<file path="src/rtl/beq_serial_sequencer_pkg.sv">
// Shared definitions for the bit-serial branch-on-equal sequencer:
// ALU control codes, slice op encodings, FSM state type and the
// illegal-op check used when a request is accepted.
package beq_serial_sequencer_pkg;

    // Full 4-bit alu_ctl codes {Ainvert, Binvert, Op[1:0]}
    localparam logic [3:0] CTL_AND = 4'b0000;
    localparam logic [3:0] CTL_OR  = 4'b0001;
    localparam logic [3:0] CTL_ADD = 4'b0010;
    localparam logic [3:0] CTL_SUB = 4'b0110;
    localparam logic [3:0] CTL_NOR = 4'b1100;

    // Op field of the 1-bit slice
    localparam logic [1:0] OP_AND     = 2'b00;
    localparam logic [1:0] OP_OR      = 2'b01;
    localparam logic [1:0] OP_ADD     = 2'b10;
    localparam logic [1:0] OP_ILLEGAL = 2'b11;

    typedef enum logic [1:0] {
        ST_IDLE = 2'd0,
        ST_RUN  = 2'd1,
        ST_DONE = 2'd2
    } seq_state_t;

    function automatic logic ctl_is_illegal(input logic [3:0] ctl);
        return (ctl[1:0] == OP_ILLEGAL);
    endfunction

endpackage

</file>
<file path="src/rtl/beq_serial_sequencer_alu.sv">
// 1-bit ALU slice: optional input inversion, AND / OR / full-add.
// Op=11 (set-less-than in a full ripple ALU) has no meaning for a single
// reused slice, so its result is tied low.
module beq_serial_sequencer_alu
    import beq_serial_sequencer_pkg::*;
(
    input  logic       a,
    input  logic       b,
    input  logic       cin,
    input  logic       ainvert,
    input  logic       binvert,
    input  logic [1:0] op,
    output logic       result,
    output logic       cout
);

    logic a_eff;
    logic b_eff;

    assign a_eff = a ^ ainvert;
    assign b_eff = b ^ binvert;
    assign cout  = (a_eff & b_eff) | (a_eff & cin) | (b_eff & cin);

    // Select the slice result by op
    always_comb begin
        result = 1'b0;
        case (op)
            OP_AND:  result = a_eff & b_eff;
            OP_OR:   result = a_eff | b_eff;
            OP_ADD:  result = a_eff ^ b_eff ^ cin;
            default: result = 1'b0;
        endcase
    end

endmodule

</file>
<file path="src/rtl/beq_serial_sequencer.sv">
// Bit-serial sequencer: drives one reused 1-bit ALU slice LSB first over
// WIDTH cycles, accumulates result / zero / overflow, then resolves the
// branch-on-equal decision and next PC.
//
// state   | meaning
// --------+-----------------------------------------------------------
// ST_IDLE | waiting for a start request
// ST_RUN  | one operand bit per cycle through the slice (busy=1)
// ST_DONE | one-cycle done pulse; results valid; may accept a new start
module beq_serial_sequencer
    import beq_serial_sequencer_pkg::*;
#(
    parameter int WIDTH = 32
) (
    input  logic             clk,
    input  logic             rst_n,
    input  logic             start,
    input  logic [3:0]       alu_ctl,
    input  logic [WIDTH-1:0] a,
    input  logic [WIDTH-1:0] b,
    input  logic             beq,
    input  logic [WIDTH-1:0] pc_plus4,
    input  logic [WIDTH-1:0] offset,
    output logic             busy,
    output logic             done,
    output logic [WIDTH-1:0] result,
    output logic             zero,
    output logic             overflow,
    output logic             branch_taken,
    output logic [WIDTH-1:0] next_pc,
    output logic             err
);

    localparam int IDX_W = (WIDTH > 2) ? $clog2(WIDTH) : 1;
    localparam logic [IDX_W-1:0] LAST_IDX = IDX_W'(WIDTH - 1);

    seq_state_t state;
    seq_state_t state_nx;

    logic [WIDTH-1:0] a_q;
    logic [WIDTH-1:0] b_q;
    logic [WIDTH-1:0] pc_q;
    logic [WIDTH-1:0] off_q;
    logic [WIDTH-1:0] res_sh;
    logic [3:0]       ctl_q;
    logic             beq_q;
    logic             carry;
    logic             zero_acc;
    logic [IDX_W-1:0] idx;

    logic             accept;
    logic             illegal_start;
    logic             last_bit;
    logic             slice_res;
    logic             slice_cout;
    logic             zero_nx;
    logic [WIDTH-1:0] result_nx;

    beq_serial_sequencer_alu u_alu (
        .a       (a_q[idx]),
        .b       (b_q[idx]),
        .cin     (carry),
        .ainvert (ctl_q[3]),
        .binvert (ctl_q[2]),
        .op      (ctl_q[1:0]),
        .result  (slice_res),
        .cout    (slice_cout)
    );

    assign last_bit  = (state == ST_RUN) && (idx == LAST_IDX);
    assign zero_nx   = zero_acc & ~slice_res;
    assign result_nx = {slice_res, res_sh[WIDTH-1:1]};
    assign busy      = (state == ST_RUN);
    assign done      = (state == ST_DONE);

    // State register
    always_ff @(posedge clk) begin
        if (!rst_n) begin
            state <= ST_IDLE;
        end else begin
            state <= state_nx;
        end
    end

    // Next-state decode and request acceptance; start is ignored while running
    always_comb begin
        state_nx      = state;
        accept        = 1'b0;
        illegal_start = 1'b0;
        case (state)
            ST_IDLE, ST_DONE: begin
                if (start) begin
                    if (ctl_is_illegal(alu_ctl)) begin
                        illegal_start = 1'b1;
                        state_nx      = ST_IDLE;
                    end else begin
                        accept   = 1'b1;
                        state_nx = ST_RUN;
                    end
                end else begin
                    state_nx = ST_IDLE;
                end
            end
            ST_RUN: begin
                if (idx == LAST_IDX) begin
                    state_nx = ST_DONE;
                end
            end
            default: state_nx = ST_IDLE;
        endcase
    end

    // Operand latch, serial accumulation and result resolution on the last bit
    always_ff @(posedge clk) begin
        if (!rst_n) begin
            a_q          <= '0;
            b_q          <= '0;
            pc_q         <= '0;
            off_q        <= '0;
            res_sh       <= '0;
            ctl_q        <= '0;
            beq_q        <= 1'b0;
            carry        <= 1'b0;
            zero_acc     <= 1'b0;
            idx          <= '0;
            result       <= '0;
            zero         <= 1'b0;
            overflow     <= 1'b0;
            branch_taken <= 1'b0;
            next_pc      <= '0;
            err          <= 1'b0;
        end else begin
            err <= illegal_start;
            if (accept) begin
                a_q      <= a;
                b_q      <= b;
                pc_q     <= pc_plus4;
                off_q    <= offset;
                ctl_q    <= alu_ctl;
                beq_q    <= beq;
                carry    <= alu_ctl[2];
                idx      <= '0;
                zero_acc <= 1'b1;
                res_sh   <= '0;
            end else if (state == ST_RUN) begin
                res_sh   <= result_nx;
                carry    <= slice_cout;
                zero_acc <= zero_nx;
                idx      <= idx + 1'b1;
                if (last_bit) begin
                    // carry currently holds the carry into the MSB
                    result       <= result_nx;
                    zero         <= zero_nx;
                    overflow     <= (ctl_q[1:0] == OP_ADD) ? (slice_cout ^ carry) : 1'b0;
                    branch_taken <= beq_q & zero_nx;
                    next_pc      <= (beq_q & zero_nx) ? (pc_q + (off_q << 2)) : pc_q;
                end
            end
        end
    end

endmodule

</file>
<file path="config.mk">
export PLATFORM = sky130hd
export DESIGN_NAME = beq_serial_sequencer
export DESIGN_NICKNAME = d
export VERILOG_FILES = /design/src/rtl/beq_serial_sequencer_pkg.sv /design/src/rtl/beq_serial_sequencer_alu.sv /design/src/rtl/beq_serial_sequencer.sv
export SDC_FILE = /design/constraint.sdc
export NUM_CORES = 1
export LEC_CHECK = 0
export CAP_MARGIN = 5
export CORE_MARGIN = 3
export CORE_UTILIZATION = 47
export CTS_CLUSTER_SIZE = 10
export DETAILED_ROUTE_END_ITERATION = 8
export PLACE_DENSITY = 0.76
export SYNTH_ARGS = -nofsm -noshare
export SYNTH_HDL_FRONTEND = slang
export SYNTH_HIERARCHICAL = 1
export SYNTH_SLANG_ARGS = --single-unit
</file>
<file path="constraint.sdc">
create_clock -name clk -period 4.8 [get_ports clk]
set_clock_uncertainty 0.2 [all_clocks]
set_input_delay 0.48 -clock clk [delete_from_list [all_inputs] [get_ports clk]]
set_output_delay 0.48 -clock clk [all_outputs]
set_load 0.01 [all_outputs]
</file>
==> impl_metrics.ini, run 1 <==
[sta]
rsz0062_at_grt = no
period_minus_slack_ps = 4450
fin_crit_sh_pct = 92.8
tns_ps = 0
max_slew_margin_pct = 23.8
setup_viol = 0
tightestPinTransition_ps = 1140
maxSlewViolCount = 0
fmax_ghz = 0.225
hold_viol_final = 0

[setup_path]
cp_data_arrival_time_ps = 4680
worstSetupEndpointType = flip-flop
startpoint_type = flip-flop
path_max_fanout = 19
criticalPathCategory = reg2reg
cp.required_ps = 5020

[cells_and_area]
final_common_cell = nand2_1
nets = 1666
areaGrowthSynthToFinish_pct = 27.6
drive_above_1_share_pct = 6.14
diodes = 0
fill_cells = 1912
mostFrequentLayoutCells = nand2_1, a21oi_1, dfxtp_1

[global_routing]
grt-ovfl-total = 0
gr-usage-met3_pct = 3.54
met2_usage_pct = 35.5
antenna_found_initial = 0
grtUsageMet1_pct = 30.7
grt_pass1_vias = 9004
grt_max_degree = 84
grt-busiest-layer = met2
gr-usage-all-layers_pct = 21.7
grt_pass1_wl_um = 44500

[clock_network]
ctsHoldBuffers = 0
cts_setup_buffers = 0
cts_tree = done
clock_latency_ps = 530
clock_sinks = 239
clkTransAtPathRegs_ps = 60
ctsRootBufferMaster = clkbuf_16
ctsLongestPathBuffers = 3
htreeDepth = 1
cts-buffers-inserted = 28

[run]
max-cap-violations = 0

[synth]
synthAdderAreaFrac_pct = 4.25
syn_nets = 1506
muxShareOfSynthArea_pct = 4.92
synth_compound_area_share_pct = 18.8
ys_ff_latch = 239
ys_async_sr_fraction_pct = 0
synth.distinct_cells = 65
syn_inst = 1335
synth_ff_type = dfxtp_1
synth_top_family_by_area = simple AND/OR/NAND/NOR gates
avgSynthCellArea_um2 = 7.98
synth-seq-area-share_pct = 44.9
synth-xor-area-share_pct = 2.06
netlist_area_um2 = 10600
yosysWarningCount = 6
synth_edf_count = 0
synth-simple-area-share_pct = 21.3

[route]
drtIter0Drc = 637
drc = 0
num_vias = 9605
routed_wl_um = 27200
vias_per_cell = 5.40
antenna_left = 0
firstDrtPassIters = 5
wl_per_cell_um = 15.3

[floorplan]
rows = 54
die_h_um = 157
core-area_um2 = 22000
die_x_um = 157
start_util_pct = 48.3
boundaryPins = 206
die-area_um2 = 24500

[placement]
post-dp-hpwl_um = 19000
gp_congestion = 0.890
port_buffers = 203

[min_path]
hold_class = reg2reg

[run_status]
outcome = completed

[pwr]
p_leak_nw = 5.08
power_mw = 4.41
vdd_ir_drop_max_mv = 0.218
p_per_area_nw_per_um2 = 325
-- stage by stage --
| stage | worst slack (ps) | hold WS (ps) | cell area [um2] | util, % | std cells |
|---|---|---|---|---|---|
| after detailed placement | 252 | 243 | 12800 | 58.2 | 1745 |
| after global placement | 418 | 239 | 12800 | 58.2 | 1745 |
| final | 347 | 250 | 13600 | 61.7 | 1779 |
| after floorplan | 150 | 232 | 10600 | - | 1335 |
| after global routing | 66.3 | 266 | 13600 | 61.7 | 1779 |
| after CTS | 219 | 250 | 13600 | 61.7 | 1779 |
-- Yosys cell counts (all sizes together) (4+ instances only) --
library cell	count	area, um2
a21oi	244	1220
nand2b	9	56.3
a31oi	7	43.8
mux4	20	450
nor3	8	40.0
and2	6	41.3
nand2	460	1730
xnor2	11	96.3
buf	9	62.6
a21o	16	120
xor2	14	123
nand3	8	40.0
nor2	48	180
o31ai	6	45.0
mux2i	4	40.0
nand4	4	25.0
o21ai	25	129
o21a	4	30.0
o211ai	4	30.0
a311oi	14	123
and3	7	43.8
ha	33	413
dfxtp	239	4780
clkbuf	80	300
nor2b	4	25.0
inv	6	22.5
-- state kept, by name, summed over array words and instances (netlist names) --
name,cells
carry,1
off_q,30
beq_q,1
a_q,32
pc_q,32
zero,1
zero_acc,1
overflow,1
result,32
res_sh,31
state,2
ctl_q,4
err,1
branch_taken,1
idx,5
next_pc,32
b_q,32
-- layer usage --
metal | share of wire, % | vias to the layer above
met4 | 1.9 | 0
met1 | 46 | 4424
li1 | - | 4847
met5 | 0 | -
met2 | 46 | 298
met3 | 6.1 | 36
-- kinds of logic after synthesis --
logic type,Yosys count
muxes,27
DFF,239
AOI/OAI and AO/OA,347
xor gates and xnor gates,25
buffers and inverters,96
and+or+nand+nor,566
adders and majority gates,35
-- power breakdown --
group          internal [mW]  switching (mW)  leakage [nW]
combinational          0.233           0.270          2.77
clock                   1.06           0.750         0.369
sequential              2.05          0.0441          1.94
total                   3.35            1.06          5.08
-- cell type report --
| type | instances | area, um2 | area share [%] |
|---|---|---|---|
| sequential | 239 | 4780 | 35.2 |
| timing repair buffer | 220 | 2170 | 16.0 |
| clock buffer | 32 | 736 | 5.41 |
| tap | 280 | 350 | 2.58 |
| clock inverter | 2 | 23.8 | 0.175 |
| inverter | 6 | 27.5 | 0.203 |
| multi-input combinational | 1000 | 5500 | 40.4 |
-- worst paths after layout --
kind | startpoint | endpoint | slack [ps] | depth (start not counted)
max reg2reg | idx[0] | next_pc[10] | 350 | 13
min | result[13] | result[13] | 250 | 2
min reg2reg | result[13] | result[13] | 250 | 2
max | idx[0] | next_pc[10] | 350 | 13
-- critical path, cell delays in order (launching register included) --
cell and delay [ps]:
dfxtp_1 340, buf_4 240, mux4_2 520, mux4_2 500, mux2_2 310, xor2_1 300
fa_1 470, mux2i_1 160, o22ai_1 150, nor2b_2 210, and2_0 280, buf_4 300
nand2_1 70, a311oi_1 270
-- what timing repair did --
item	in CTS	in global routing
hold endpoints to repair	0	0
endpoints found under the setup margin	0	15
gates resized for setup	0	2
(Power assumes the default switching activity.)
==> run 2, diff against run 1 <==
- CTS_CLUSTER_SIZE: 10 -> not set
==> impl_metrics.ini, run 2 (synthesis gave the netlist of run 1 again) <==
[run_status]
outcome = completed

[global_routing]
grt-ovfl-total = 0
grt_pass1_vias = 9072
gr-usage-all-layers_pct = 22.0
met2_usage_pct = 35.7
grt_pass1_wl_um = 45100
antenna_found_initial = 0
gr-usage-met3_pct = 3.51
grt-busiest-layer = met2
grt_max_degree = 84
grtUsageMet1_pct = 31.1

[sta]
max_slew_margin_pct = 24.4
tns_ps = 0
maxSlewViolCount = 0
fin_crit_sh_pct = 92.7
tightestPinTransition_ps = 1130
rsz0062_at_grt = no
hold_viol_final = 0
fmax_ghz = 0.225
setup_viol = 0
period_minus_slack_ps = 4450

[setup_path]
reg2reg_depth = 14
cp_num_cells = 14
timing.rr.end = next_pc[15]
cp_common_cell = buf_4
cp_data_arrival_time_ps = 4700
cp.required_ps = 5050
criticalPathCategory = reg2reg
path_max_fanout = 15
startpoint_type = flip-flop
path_cells = buf_4, mux4_2, mux4_2, mux2_2, xor2_1, fa_1, mux2i_1, o22ai_1, nor2b_2, nand2_1, buf_4, buf_4, o311a_1, nor2_1
cp-startpoint = idx[0]
worstSetupEndpointType = flip-flop
cpLargestDelayFamily = multiplexers
cp-endpoint = next_pc[15]
r2r_start = idx[0]
reg2reg_slack_ps = 350
cp_slowest_cell = mux4_2
max_stage_delay_ps = 530
worst-path-buf-inv = 3

[clock_network]
ctsRootBufferMaster = clkbuf_16
clock_sinks = 239
clkTransAtPathRegs_ps = 60
htreeDepth = 1
cts-buffers-inserted = 26
cts_setup_buffers = 0
cts_tree = done
ctsLongestPathBuffers = 3
clock_latency_ps = 530

[route]
num_vias = 9621
routed_wl_um = 27500
drtIter0Drc = 680
drc = 0
vias_per_cell = 5.37
firstDrtPassIters = 5
antenna_left = 0
wl_per_cell_um = 15.4

[floorplan]
die-area_um2 = 24500
die_h_um = 157
die_x_um = 157
core-area_um2 = 22000
rows = 54
start_util_pct = 48.3
boundaryPins = 206

[pwr]
combPwrFrac_pct = 10.8
power_mw = 4.65
clkPwrFrac_pct = 44.1
p_leak_nw = 5.14
netSwitchingPower_mw = 1.11
p_per_area_nw_per_um2 = 339
p_seq_share_pct = 45.1
switching_share_pct = 24.0
p_int_mw = 3.54
vdd_ir_drop_max_mv = 0.245

[run]
max-cap-violations = 0

[placement]
port_buffers = 203
place_inst = 1745
placed_area_um2 = 12800
gp_congestion = 0.890
post-dp-hpwl_um = 19000

[min_path]
hold_class = reg2reg
hold_depth = 2

[cells_and_area]
layoutNonFillerInstCount = 1792
nets = 1664
drive_above_1_share_pct = 6.68
areaGrowthSynthToFinish_pct = 28.9
final_common_cell = nand2_1
design_area_um2 = 13700
fill_cells = 1900
mostFrequentLayoutCells = nand2_1, a21oi_1, dfxtp_1
[run 2: what timing repair did]
item / in CTS / in global routing
gates resized for setup: 0 / 2
hold buffers: 0 / 0
endpoints found under the hold margin: 0 / 0
setup endpoints to repair: 0 / 14
[run 2: final cells by class]
cell class	count	area, um2	share of cell area [%]
Antenna cell	1	2.50	0.0182
Clock buffer	37	752	5.48
Clock inverter	9	139	1.01
Inverter	6	27.5	0.201
Multi-Input combinational cell	1000	5500	40.0
Sequential cell	239	4780	34.9
Tap cell	280	350	2.55
Timing Repair Buffer	220	2170	15.8
[run 2: how the worst min path moves through the flow]
stage	start	to	slack, ps
floorplan	pc_q[0]	next_pc[0]	230
global placement	b_q[3]	b_q[3]	240
detailed placement	a_q[26]	a_q[26]	240
CTS	a_q[26]	a_q[26]	250
global route	a_q[26]	a_q[26]	270
finish	pc_q[0]	next_pc[0]	250
[run 2: metrics by stage]
stage	setup slack, ps	hold slack, ps	utilization [%]
after CTS	213	251	62.3
after floorplan	150	232	-
after global placement	418	239	58.2
final	350	252	62.3
after detailed placement	252	243	58.2
after global routing	64.3	266	62.3
[run 2: routing by layer]
layer	part of all wire, %	vias to the layer above
li1	-	4857
met4	2.2	0
met3	6.0	44
met1	46	4427
met5	0	-
met2	46	293
[run 2: tightest hold or removal path, delay by kind of cell (launching register included)]
kind,cells,cell delay [ps]
AO/OA/AOI/OAI,1,50
AND/OR/NAND/NOR,1,50
flip-flops,1,310
[run 2: power by group through the flow]
stage / sequential [mW] / combinational (mW) / clock, mW
after floorplan: 2.13 / 0.313 / 0
after global placement: 2.14 / 0.490 / 0
after detailed placement: 2.14 / 0.501 / 0
after CTS: 2.10 / 0.504 / 2.08
after global routing: 2.10 / 0.560 / 2.16
final: 2.10 / 0.503 / 2.05
==> run 3, diff against run 2 <==
- SYNTH_HIERARCHICAL: 1 -> not set
==> impl_metrics.ini, run 3 <==
[run_status]
outcome = completed

[sta]
tns_ps = 0
setup_viol = 0
hold_viol_final = 0
rsz0062_at_grt = no
maxSlewViolCount = 0
max_slew_margin_pct = 25.7
fmax_ghz = 0.224
tightestPinTransition_ps = 1110
period_minus_slack_ps = 4460
fin_crit_sh_pct = 93.0

[pwr]
power_mw = 4.64
p_per_area_nw_per_um2 = 337
netSwitchingPower_mw = 1.13
p_leak_nw = 5.02
vdd_ir_drop_max_mv = 0.235
p_int_mw = 3.51
switching_share_pct = 24.3
clkPwrFrac_pct = 43.8
combPwrFrac_pct = 10.9
p_seq_share_pct = 45.3

[floorplan]
start_util_pct = 48.4
die_x_um = 157
die-area_um2 = 24600
core-area_um2 = 22100
die_h_um = 157
boundaryPins = 206
rows = 54

[clock_network]
cts_tree = done
htreeDepth = 1
clkTransAtPathRegs_ps = 60
ctsLongestPathBuffers = 3
cts-buffers-inserted = 25
cts_setup_buffers = 0
ctsRootBufferMaster = clkbuf_16
ctsHoldBuffers = 0
cts_resized = 0
clock_latency_ps = 530
clock_sinks = 239

[route]
wl_per_cell_um = 15.5
drtIter0Drc = 697
top_layer_used = met4
drc = 0
antenna_left = 0
wl_met3_um = 1560
wl_met1_um = 12900
routed_wl_um = 28100
num_vias = 9835
vias_per_cell = 5.43
routed-wl-met2_um = 13100
firstDrtPassIters = 6

[cells_and_area]
multi_input_area_um2 = 5510
final_common_cell = nand2_1
areaGrowthSynthToFinish_pct = 28.7
nets = 1682
drive_above_1_share_pct = 5.62
fill_cells = 1926
seqCellArea_um2 = 4780
diodes = 0
mostFrequentLayoutCells = nand2_1, a21oi_1, dfxtp_1
utilization_pct = 62.3

[synth]
ys_ff_latch = 239
synth_ff_type = dfxtp_1
netlist_area_um2 = 10700
syn_inst = 1358
synth_top_area_share_pct = 44.8
ys_async_sr_fraction_pct = 0
synth.distinct_cells = 53
avgSynthCellArea_um2 = 7.87
yosysWarningCount = 0
syn_nets = 1529
yosys-top-cells-count = nand2_1, a21oi_1, dfxtp_1, clkbuf_1, nor2_1
synth-seq-area-share_pct = 44.8
synth_most_common_cell = nand2_1
yosysTopAreaCell = dfxtp_1
synth_edf_count = 0
synthTopCellsByArea = dfxtp_1, nand2_1, a21oi_1

[placement]
gp_congestion = 0.941
port_buffers = 203
post-dp-hpwl_um = 19600

[global_routing]
gr-usage-all-layers_pct = 22.1
grt_max_degree = 128
grt_pass1_wl_um = 45200
grt-ovfl-total = 0
grt_pass1_vias = 9247
antenna_found_initial = 0

[min_path]
hold_class = reg2reg
hold_depth = 2
min_from = result[14]
min_to = result[14]

[setup_path]
path_max_fanout = 35
cp_slowest_cell = mux4_1
cp_data_arrival_time_ps = 4680
criticalPathCategory = reg2reg
reg2reg_depth = 15
reg2reg_slack_ps = 340
r2r_start = idx[0]
path_cells = buf_4, mux4_1, mux4_2, mux2i_1, xnor2_1, fa_1, mux2_1, o21ai_1, nand3_1, buf_4, a21oi_1, a21oi_1, o21ai_0, nand2_1, a311oi_1
timing.rr.end = next_pc[11]
max_stage_delay_ps = 620
cp.required_ps = 5010
startpoint_type = flip-flop
cp-startpoint = idx[0]
worstSetupEndpointType = flip-flop

[run]
max-cap-violations = 0
==> run 3: routing by layer <==
| metal | track usage (%) | up-vias |
|---|---|---|
| li1 | - | 4928 |
| met1 | 30.6 | 4589 |
| met2 | 36.5 | 283 |
| met4 | 5.17 | 0 |
| met5 | 0 | - |
| met3 | 3.35 | 35 |
==> run 3: through the flow <==
stage	hold WS [ps]	area [um2]	setup WS, ps	cells
final	251	13800	335	1810
after global routing	264	13800	18.8	1810
after CTS	252	13800	185	1810
after detailed placement	244	12900	190	1764
after global placement	238	12900	278	1764
after floorplan	232	10700	625	1358
==> run 3: power by group through the flow <==
stage               Combinational, mW  Clock, mW  Sequential [mW]
floorplan                       0.312          0             2.13
global placement                0.499          0             2.14
detailed placement              0.504          0             2.14
CTS                             0.508       2.06             2.10
global route                    0.562       2.15             2.11
finish                          0.507       2.03             2.10
==> run 3: cell type report <==
cell class | count | share of cell area (%)
flip-flops and latches | 239 | 34.8
inverters | 8 | 0.255
well taps | 280 | 2.55
clock inverters | 16 | 1.45
clock buffers | 30 | 4.90
repair buffers | 223 | 16.0
multi-input cells | 1014 | 40.0
==> run 3: worst max path at each step <==
stage	endpoint	slack [ps]
2_1_floorplan	next_pc[2]	620
4_1_cts	next_pc[28]	180
6_report	next_pc[11]	340
3_5_place_dp	next_pc[28]	190
3_3_place_gp	next_pc[28]	280
5_1_grt	next_pc[11]	20
==> run 3: logic make-up after synthesis <==
logic type      synth area share [%]
mux                             5.13
buf+inv                         3.97
xor+xnor                        2.13
fa+ha+maj                       4.24
compound gates                  19.2
flops                           44.8
simple gates                    20.6
==> run 3: worst max-delay path: cells and delay by family, from the launching register on <==
family / cells / cell delay, ps
fa+ha+maj: 1 / 470
flops: 1 / 330
mux: 4 / 1580
simple gates: 2 / 190
buf+inv: 2 / 540
compound gates: 5 / 820
xor+xnor: 1 / 220
